[src/rtl/load_store_unit.sv]
// Load/store unit: turns pipeline load/store requests into single data-bus transactions,
// with alignment checking, byte-lane steering and a bus timeout.
module load_store_unit #(
    parameter int TIMEOUT_CYCLES = 255
) (
    input  logic        clk,
    input  logic        nRst,
    input  logic [31:0] ALU_value,
    input  logic [31:0] store_data,
    input  logic        mem_read,
    input  logic        mem_write,
    input  logic        load_byte,
    input  logic        store_byte,
    input  logic [31:0] bus_rdata,
    input  logic        bus_ack,
    output logic [31:0] bus_addr,
    output logic [31:0] bus_wdata,
    output logic [3:0]  bus_sel,
    output logic        bus_read,
    output logic        bus_write,
    output logic [31:0] memory_value,
    output logic        stall,
    output logic        mem_error
);
    // state | meaning
    // IDLE  | accept a request; legal ones launch a bus access, bad ones flag an error
    // WAIT  | bus strobe asserted, waiting for ack or timeout
    // DONE  | one-cycle completion slot, stall released, held request ignored
    typedef enum logic [1:0] {IDLE, WAIT, DONE} state_t;

    localparam logic [15:0] TIMEOUT_LAST = 16'(TIMEOUT_CYCLES - 1);

    state_t      state, state_nxt;
    logic [15:0] wait_cnt, wait_cnt_nxt;
    logic        byte_q, byte_q_nxt;
    logic [1:0]  lane_q, lane_q_nxt;
    logic [31:0] bus_addr_nxt, bus_wdata_nxt, memory_value_nxt;
    logic [3:0]  bus_sel_nxt;
    logic        bus_read_nxt, bus_write_nxt, mem_error_nxt;

    logic        req, is_word, legal;
    logic [3:0]  lane_sel;
    logic [7:0]  lane_byte;

    always_comb begin
        req      = mem_read | mem_write;
        is_word  = mem_read ? ~load_byte : ~store_byte;
        legal    = (mem_read ^ mem_write) && (!is_word || ALU_value[1:0] == 2'b00);
        lane_sel = 4'b0001 << ALU_value[1:0];
        case (lane_q)
            2'd0:    lane_byte = bus_rdata[7:0];
            2'd1:    lane_byte = bus_rdata[15:8];
            2'd2:    lane_byte = bus_rdata[23:16];
            default: lane_byte = bus_rdata[31:24];
        endcase
    end

    always_comb begin
        state_nxt        = state;
        wait_cnt_nxt     = wait_cnt;
        byte_q_nxt       = byte_q;
        lane_q_nxt       = lane_q;
        bus_addr_nxt     = bus_addr;
        bus_wdata_nxt    = bus_wdata;
        bus_sel_nxt      = bus_sel;
        bus_read_nxt     = bus_read;
        bus_write_nxt    = bus_write;
        memory_value_nxt = memory_value;
        mem_error_nxt    = 1'b0;
        stall            = 1'b0;

        case (state)
            IDLE: begin
                stall = req;
                if (req) begin
                    if (legal) begin
                        bus_read_nxt  = mem_read;
                        bus_write_nxt = mem_write;
                        bus_addr_nxt  = {ALU_value[31:2], 2'b00};
                        bus_sel_nxt   = is_word ? 4'b1111 : lane_sel;
                        if (mem_write)
                            bus_wdata_nxt = store_byte ? {4{store_data[7:0]}} : store_data;
                        else
                            bus_wdata_nxt = 32'h0;
                        byte_q_nxt    = ~is_word;
                        lane_q_nxt    = ALU_value[1:0];
                        wait_cnt_nxt  = 16'h0;
                        state_nxt     = WAIT;
                    end else begin
                        mem_error_nxt = 1'b1;
                        state_nxt     = DONE;
                    end
                end
            end
            WAIT: begin
                stall = 1'b1;
                // A late ack still completes the access, even on the timeout cycle.
                if (bus_ack) begin
                    if (bus_read)
                        memory_value_nxt = byte_q ? {24'h0, lane_byte} : bus_rdata;
                    bus_read_nxt  = 1'b0;
                    bus_write_nxt = 1'b0;
                    state_nxt     = DONE;
                end else if (wait_cnt == TIMEOUT_LAST) begin
                    bus_read_nxt     = 1'b0;
                    bus_write_nxt    = 1'b0;
                    memory_value_nxt = 32'h0;
                    mem_error_nxt    = 1'b1;
                    state_nxt        = DONE;
                end else begin
                    wait_cnt_nxt = wait_cnt + 16'd1;
                end
            end
            DONE: begin
                state_nxt = IDLE;
            end
            default: begin
                state_nxt = IDLE;
            end
        endcase

        if (!nRst)
            stall = 1'b0;
    end

    always_ff @(posedge clk) begin
        if (!nRst) begin
            state        <= IDLE;
            wait_cnt     <= 16'h0;
            byte_q       <= 1'b0;
            lane_q       <= 2'd0;
            bus_addr     <= 32'h0;
            bus_wdata    <= 32'h0;
            bus_sel      <= 4'h0;
            bus_read     <= 1'b0;
            bus_write    <= 1'b0;
            memory_value <= 32'h0;
            mem_error    <= 1'b0;
        end else begin
            state        <= state_nxt;
            wait_cnt     <= wait_cnt_nxt;
            byte_q       <= byte_q_nxt;
            lane_q       <= lane_q_nxt;
            bus_addr     <= bus_addr_nxt;
            bus_wdata    <= bus_wdata_nxt;
            bus_sel      <= bus_sel_nxt;
            bus_read     <= bus_read_nxt;
            bus_write    <= bus_write_nxt;
            memory_value <= memory_value_nxt;
            mem_error    <= mem_error_nxt;
        end
    end
endmodule
[config.mk]
export PLATFORM = sky130hd
export DESIGN_NAME = load_store_unit
export DESIGN_NICKNAME = d
export VERILOG_FILES = /design/src/rtl/load_store_unit.sv
export SDC_FILE = /design/constraint.sdc
export NUM_CORES = 1
export LEC_CHECK = 0
export ABC_CLOCK_PERIOD_IN_PS = 3100
export CORE_MARGIN = 5
export CORE_UTILIZATION = 40
export DETAILED_ROUTE_END_ITERATION = 8
export PLACE_DENSITY = 0.72
export SETUP_SLACK_MARGIN = 0.4
export SLEW_MARGIN = 15
export SYNTH_ARGS = -nofsm -noshare
export SYNTH_HDL_FRONTEND = slang
export SYNTH_SLANG_ARGS = --single-unit
[constraint.sdc]
create_clock -name clk -period 3.1 [get_ports clk]
set_input_delay 0.62 -clock clk [delete_from_list [all_inputs] [get_ports clk]]
set_output_delay 0.62 -clock clk [all_outputs]
set_load 0.02 [all_outputs]
### Yosys cells after proc, flatten, opt, wreduce, memory -nomap -nowiden

Cells that the tools add are included.

* register bits: 122
* bits of input ports: 103
* output and inout port bits: 104
* logic and storage cells: 75

* add/subtract/negate cells: 1
* equal/unequal tests: 10
* shift operators: 1
* mux-type cells: 34
* bitwise operators: 5
* reductions and logical operators: 13

Operators by type and width (count)
* 32-bit 2-to-1 mux: 6
* 16-bit 2-to-1 mux: 4
* 16-bit one-hot mux with 2 select lines: 1
* 8-bit one-hot mux with 3 select lines: 1
* 16-bit by 1-bit adder with 16-bit output (second input constant): 1
* 16-bit by 8-bit equality test with 1-bit output (second input constant): 1
* 1-bit 2-to-1 mux: 12
* 2-bit 2-to-1 mux: 4
* 2-bit inequality test (second input constant): 4
* 1-bit one-hot mux with 2 select lines: 4
* 2-bit zero test: 3
* 3-bit AND reduction: 2
* 5-bit AND reduction: 1
* 2-bit by 1-bit equality test with 1-bit output (second input constant): 2
* 4-bit 2-to-1 mux: 1
* 2-bit one-hot mux with 2 select lines: 1
* 4-bit AND reduction: 1
* 2-bit nonzero test: 2
* 1-bit by 2-bit left shift with 4-bit output (first input constant): 1
* 3-bit inequality test (second input constant): 1
* 1-bit NOT: 3
* 2-bit equality test (second input constant): 1
* 2-bit by 1-bit inequality test with 1-bit output (second input constant): 1
* 2-bit AND reduction: 1
* 5 further kinds: 5

### Logic depth before layout (Yosys ltp)

* depth in word-level cells: 8
* gate-level depth with buffers: 11
* gate-level depth less buffers: 6

### Worst setup path after synthesis

Ideal clock, no wire load.

* path type: input to register
* from: in mem_write
* to: reg wait_cnt[14]
* setup time: 120 ps
* arrival: 2353 ps
* data required time: 2980 ps
* path slack: 627 ps
* stages: 10
* buffers on the path: 4
* path through: clkbuf_1 > clkbuf_1 > inv_1 > ha_1 > nor3_2 > o211a_1 > buf_6 > buf_6 > a211oi_1 > a211o_1

* longest elaborated chain between the ends: 4
* elaborated cells on any way between the ends: 6
* those cells by class: eq/ne (2); bitwise (2); reduce/logical (2)

RTL lines
* start, declared: line 11 `input logic mem_write,`
* 1-bit bitwise XOR: line 48 `legal = (mem_read ^ mem_write) && (!is_word || ALU_value[1:0] == 2'b00);`
* 1-bit logical AND: line 48
* 2-bit inequality test (no source line)
* 5-bit AND reduction (no source line) *
* end signal, assigned: line 141 `wait_cnt <= wait_cnt_nxt;`
* end, declared: line 34 `logic [15:0] wait_cnt, wait_cnt_nxt;`

Mark *: on every way between the ends. The rest lies on a longest branch, timed or not.
A chain may end at the register's enable or synchronous reset.

### Worst setup path in the final report

* from: in mem_read
* to: out stall

* longest elaborated chain between the ends: 3

RTL lines
* start, declared: line 10 `input logic mem_read,`
* 1-bit bitwise OR: line 46 `req = mem_read | mem_write;`
* 1-bit one-hot mux with 2 select lines: line 72 `case (state)`
* 1-bit 2-to-1 mux: line 122 `if (!nRst)`
* end, declared: line 22 `output logic stall,`

No other way between the ends.

==> flow_summary.rst <==
.. list-table::
   :header-rows: 1

   * - Metric
     - Value
   * - Pin count of the biggest net entering global routing
     - 74
   * - Maximum frequency from static timing analysis
     - 379.8 MHz
   * - Row Count
     - 44
   * - Worst ir drop on vdd
     - 0.0003345 V
   * - Buffering stage count on the worst path with inverters included
     - 3
   * - # DRC
     - 0
   * - Remaining global-route overflow
     - 0
   * - First-pass DRT Iterations
     - 4
   * - Die H
     - 130.7 um
   * - Global-route wire length before repair
     - 29.13 mm
   * - Cell with the most instances after synthesis
     - sky130_fd_sc_hd__nand2_1
   * - Worst skew pair latency
     - 410 ps
   * - Leakage power total
     - 3.044 nW
   * - Critical path type
     - in -> out
   * - Floorplan Core Area
     - 14,420 um^2
   * - Clock tree root driver cell
     - sky130_fd_sc_hd__clkbuf_16
   * - Worst-margin pin slew
     - 823.4 ps
   * - Area of the multi-input gates
     - 2932 um^2
   * - Maximum capacitance violations
     - 0
   * - First DRT Iteration DRCs
     - 334
   * - Detailed placement HPWL
     - 12.83 mm
   * - Maximum clock path buffer count
     - 2
   * - Number of instances in the synthesized netlist
     - 741
   * - Class of the tightest hold or removal check
     - reg -> reg
   * - Synthesis-to-layout area growth
     - 46.65%
   * - Outcome
     - completed
   * - Buffers inserted during post-CTS setup optimization
     - 0
   * - Unrepaired setup endpoints after global routing
     - no
   * - Maximum fanout encountered on the critical timing path
     - 4
   * - Cell family with most CP delay
     - buffers and inverters
   * - Leading post-synthesis cells by instance count
     - sky130_fd_sc_hd__nand2_1, sky130_fd_sc_hd__dfxtp_1, sky130_fd_sc_hd__nand3_1, sky130_fd_sc_hd__a21oi_1, sky130_fd_sc_hd__clkbuf_1
   * - Min cycle time layout
     - 2633 ps
   * - Final slew viol count
     - 0
   * - Final worst-path cycle share
     - 84.93%
   * - Total track usage
     - 21.48%
   * - Die X-Extent
     - 130.7 um
   * - Number of nets with antenna violations after routing
     - 0
   * - DRT Wirelength
     - 18.75 mm
   * - Sequential cell area
     - 2442 um^2
   * - Most area-hungry cell type in the Yosys netlist
     - sky130_fd_sc_hd__dfxtp_1
   * - Ratio of total power to cell area
     - 523.2 nW/um^2
   * - Asr flop ratio synth
     - 0%
   * - Cell Area, Synth
     - 5826 um^2
   * - Number of port buffers
     - 204
   * - CTS buffer count
     - 17
   * - Number of buffers added to fix hold violations after cts
     - 0
   * - Vias in the first global route
     - 5,610
   * - Antenna violations before repair
     - 1
   * - Worst slew margin relative to its limit
     - 45.03%
   * - WHS
     - 447.7 ps
   * - Synth Warn #
     - 0
   * - Number of clock sinks
     - 122
   * - Setup violation total in the final timing report
     - 0
   * - Drt via density
     - 5.441
   * - Pwr Total
     - 0.004470 W
   * - Arrival time of data at the critical path endpoint
     - 2010 ps
   * - Starting density of the core
     - 40.39%
   * - Number of distinct standard cells referenced by the synthesized netlist
     - 50
   * - Clock tree from TritonCTS
     - yes
   * - Critical path cell sequence
     - clkdlybuf4s50_1, inv_1, ha_1, a21oi_1, clkdlybuf4s15_1
   * - Resized Gates After CTS
     - 1
   * - Top Ports
     - 207
   * - Number of endpoints with negative hold slack in the final report
     - 0
   * - Biggest area contributors in the synthesized netlist
     - sky130_fd_sc_hd__dfxtp_1, sky130_fd_sc_hd__nand2_1, sky130_fd_sc_hd__nand3_1, sky130_fd_sc_hd__a21oi_1, sky130_fd_sc_hd__o2111ai_1
   * - Post-synthesis sequential area ratio
     - 41.92%
   * - Startpoint types
     - input pin
   * - Final-stage net count
     - 1,018
   * - CP Data Required Time
     - 2480 ps
   * - Maximum clock skew at final layout
     - 7.379 ps
   * - Slowest Stage Delay on Critical Path
     - 480 ps
   * - Clock H-tree levels
     - 4
   * - TNS Setup
     - 0 ps
   * - Via count of the routed design
     - 6,040
   * - CP max-delay cell
     - sky130_fd_sc_hd__clkdlybuf4s50_1
   * - Fraction of post-synthesis cell area in the top cell type by area
     - 41.92%
   * - Final-layout fill cell count
     - 1,347
   * - Clock-pin slew reported for the worst setup and hold paths after clock tree synthesis
     - 60 ps
   * - Fraction of layout instances using a drive strength above 1
     - 6.811%
   * - Die ar.
     - 17,080 um^2
   * - Syn avg cell area
     - 7.862 um^2
   * - Crit path capture type
     - primary output
   * - Count of flip-flops with a built-in enable after synthesis
     - 0
   * - Number of synthesized register bits
     - 122
   * - Primary flip-flop cell chosen by synthesis mapping
     - sky130_fd_sc_hd__dfxtp_1
   * - Drt wl/cell
     - 16.89 um
   * - Final RePlAce weighted congestion
     - 0.8408
where the power goes:
| group | switching [W] | leakage (nW) | internal [W] | total [W] |
|---|---|---|---|---|
| Sequential | 0.0000517 | 0.988 | 0.00164 | 0.00169 |
| Clock | 0.000714 | 0.300 | 0.00136 | 0.00208 |
| Combinational | 0.000378 | 1.76 | 0.000326 | 0.000705 |
stage by stage:
step	instances	setup slack [ps]	util (%)	area (um^2)
2_1_floorplan	742	627.2	-	5829
6_report	1110	467.1	59.23	8543
3_5_place_dp	1077	178.7	54.92	7921
3_3_place_gp	1077	185.8	54.92	7921
5_1_grt	1110	405.6	59.23	8543
4_1_cts	1109	451.8	59.20	8539
final timing paths:
| check | from | endpoint | slack, ps | cells after the start |
|---|---|---|---|---|
| hold reg to reg | bus_wdata[9] | bus_wdata[9] | 450 | 2 |
| setup reg to reg | state[0] | wait_cnt[10] | 920 | 4 |
| hold / removal | bus_wdata[9] | bus_wdata[9] | 450 | 2 |
| setup / recovery | mem_read | stall | 470 | 5 |
cell families after synthesis:
kind of cell	share of synthesized area, %
simple gates	24.63
compound gates	22.68
flops	41.92
buf+inv	7.904
mux	2.148
fa+ha+maj	0.6444
other cells	0.06437
worst reg2reg max path: cells and delay by family, from the launching register on:
kind,cells,cell delay [ps]
flip-flops,1,460
AO/OA/AOI/OAI,2,610
AND/OR/NAND/NOR,2,980
registers in the layout, indices dropped and copies added (netlist names):
register      flops
mem_error         1
bus_wdata        32
lane_q            2
bus_read          1
state             2
bus_sel           4
wait_cnt         16
memory_value     32
bus_addr         30
bus_write         1
byte_q            1
metal layers:
layer / wire (um) / vias to the layer above / track usage, %
met5: 0 / - / 0
met3: 1208 / 38 / 6.423
met4: 498 / 0 / 9.195
li1: - / 3015 / -
met2: 9378 / 173 / 34.85
met1: 7667 / 2814 / 26.54
area by class of cell:
cell class	count	area share, %
Multi-Input combinational cell	518	34.31
Inverter	30	1.318
Clock buffer	20	5.228
Tap cell	184	2.695
Clock inverter	12	2.021
Timing Repair Buffer	223	25.81
Sequential cell	122	28.59
Antenna cell	1	0.02929
cell usage in the layout, fill, tap and decap left out, types with 8 or more instances in the layout:
master                            instances
sky130_fd_sc_hd__clkbuf_16               17
sky130_fd_sc_hd__a21oi_1                 75
sky130_fd_sc_hd__inv_1                   29
sky130_fd_sc_hd__o21ai_0                 27
sky130_fd_sc_hd__dfxtp_1                122
sky130_fd_sc_hd__buf_4                   17
sky130_fd_sc_hd__o221ai_1                13
sky130_fd_sc_hd__a211oi_1                10
sky130_fd_sc_hd__nand3_1                103
sky130_fd_sc_hd__nand2_1                148
sky130_fd_sc_hd__clkdlybuf4s50_1        202
sky130_fd_sc_hd__o22a_1                   8
sky130_fd_sc_hd__o2111ai_1               32
sky130_fd_sc_hd__mux2i_1                 11
sky130_fd_sc_hd__nor2_1                  12
Power figures use the tool's default switching activity.
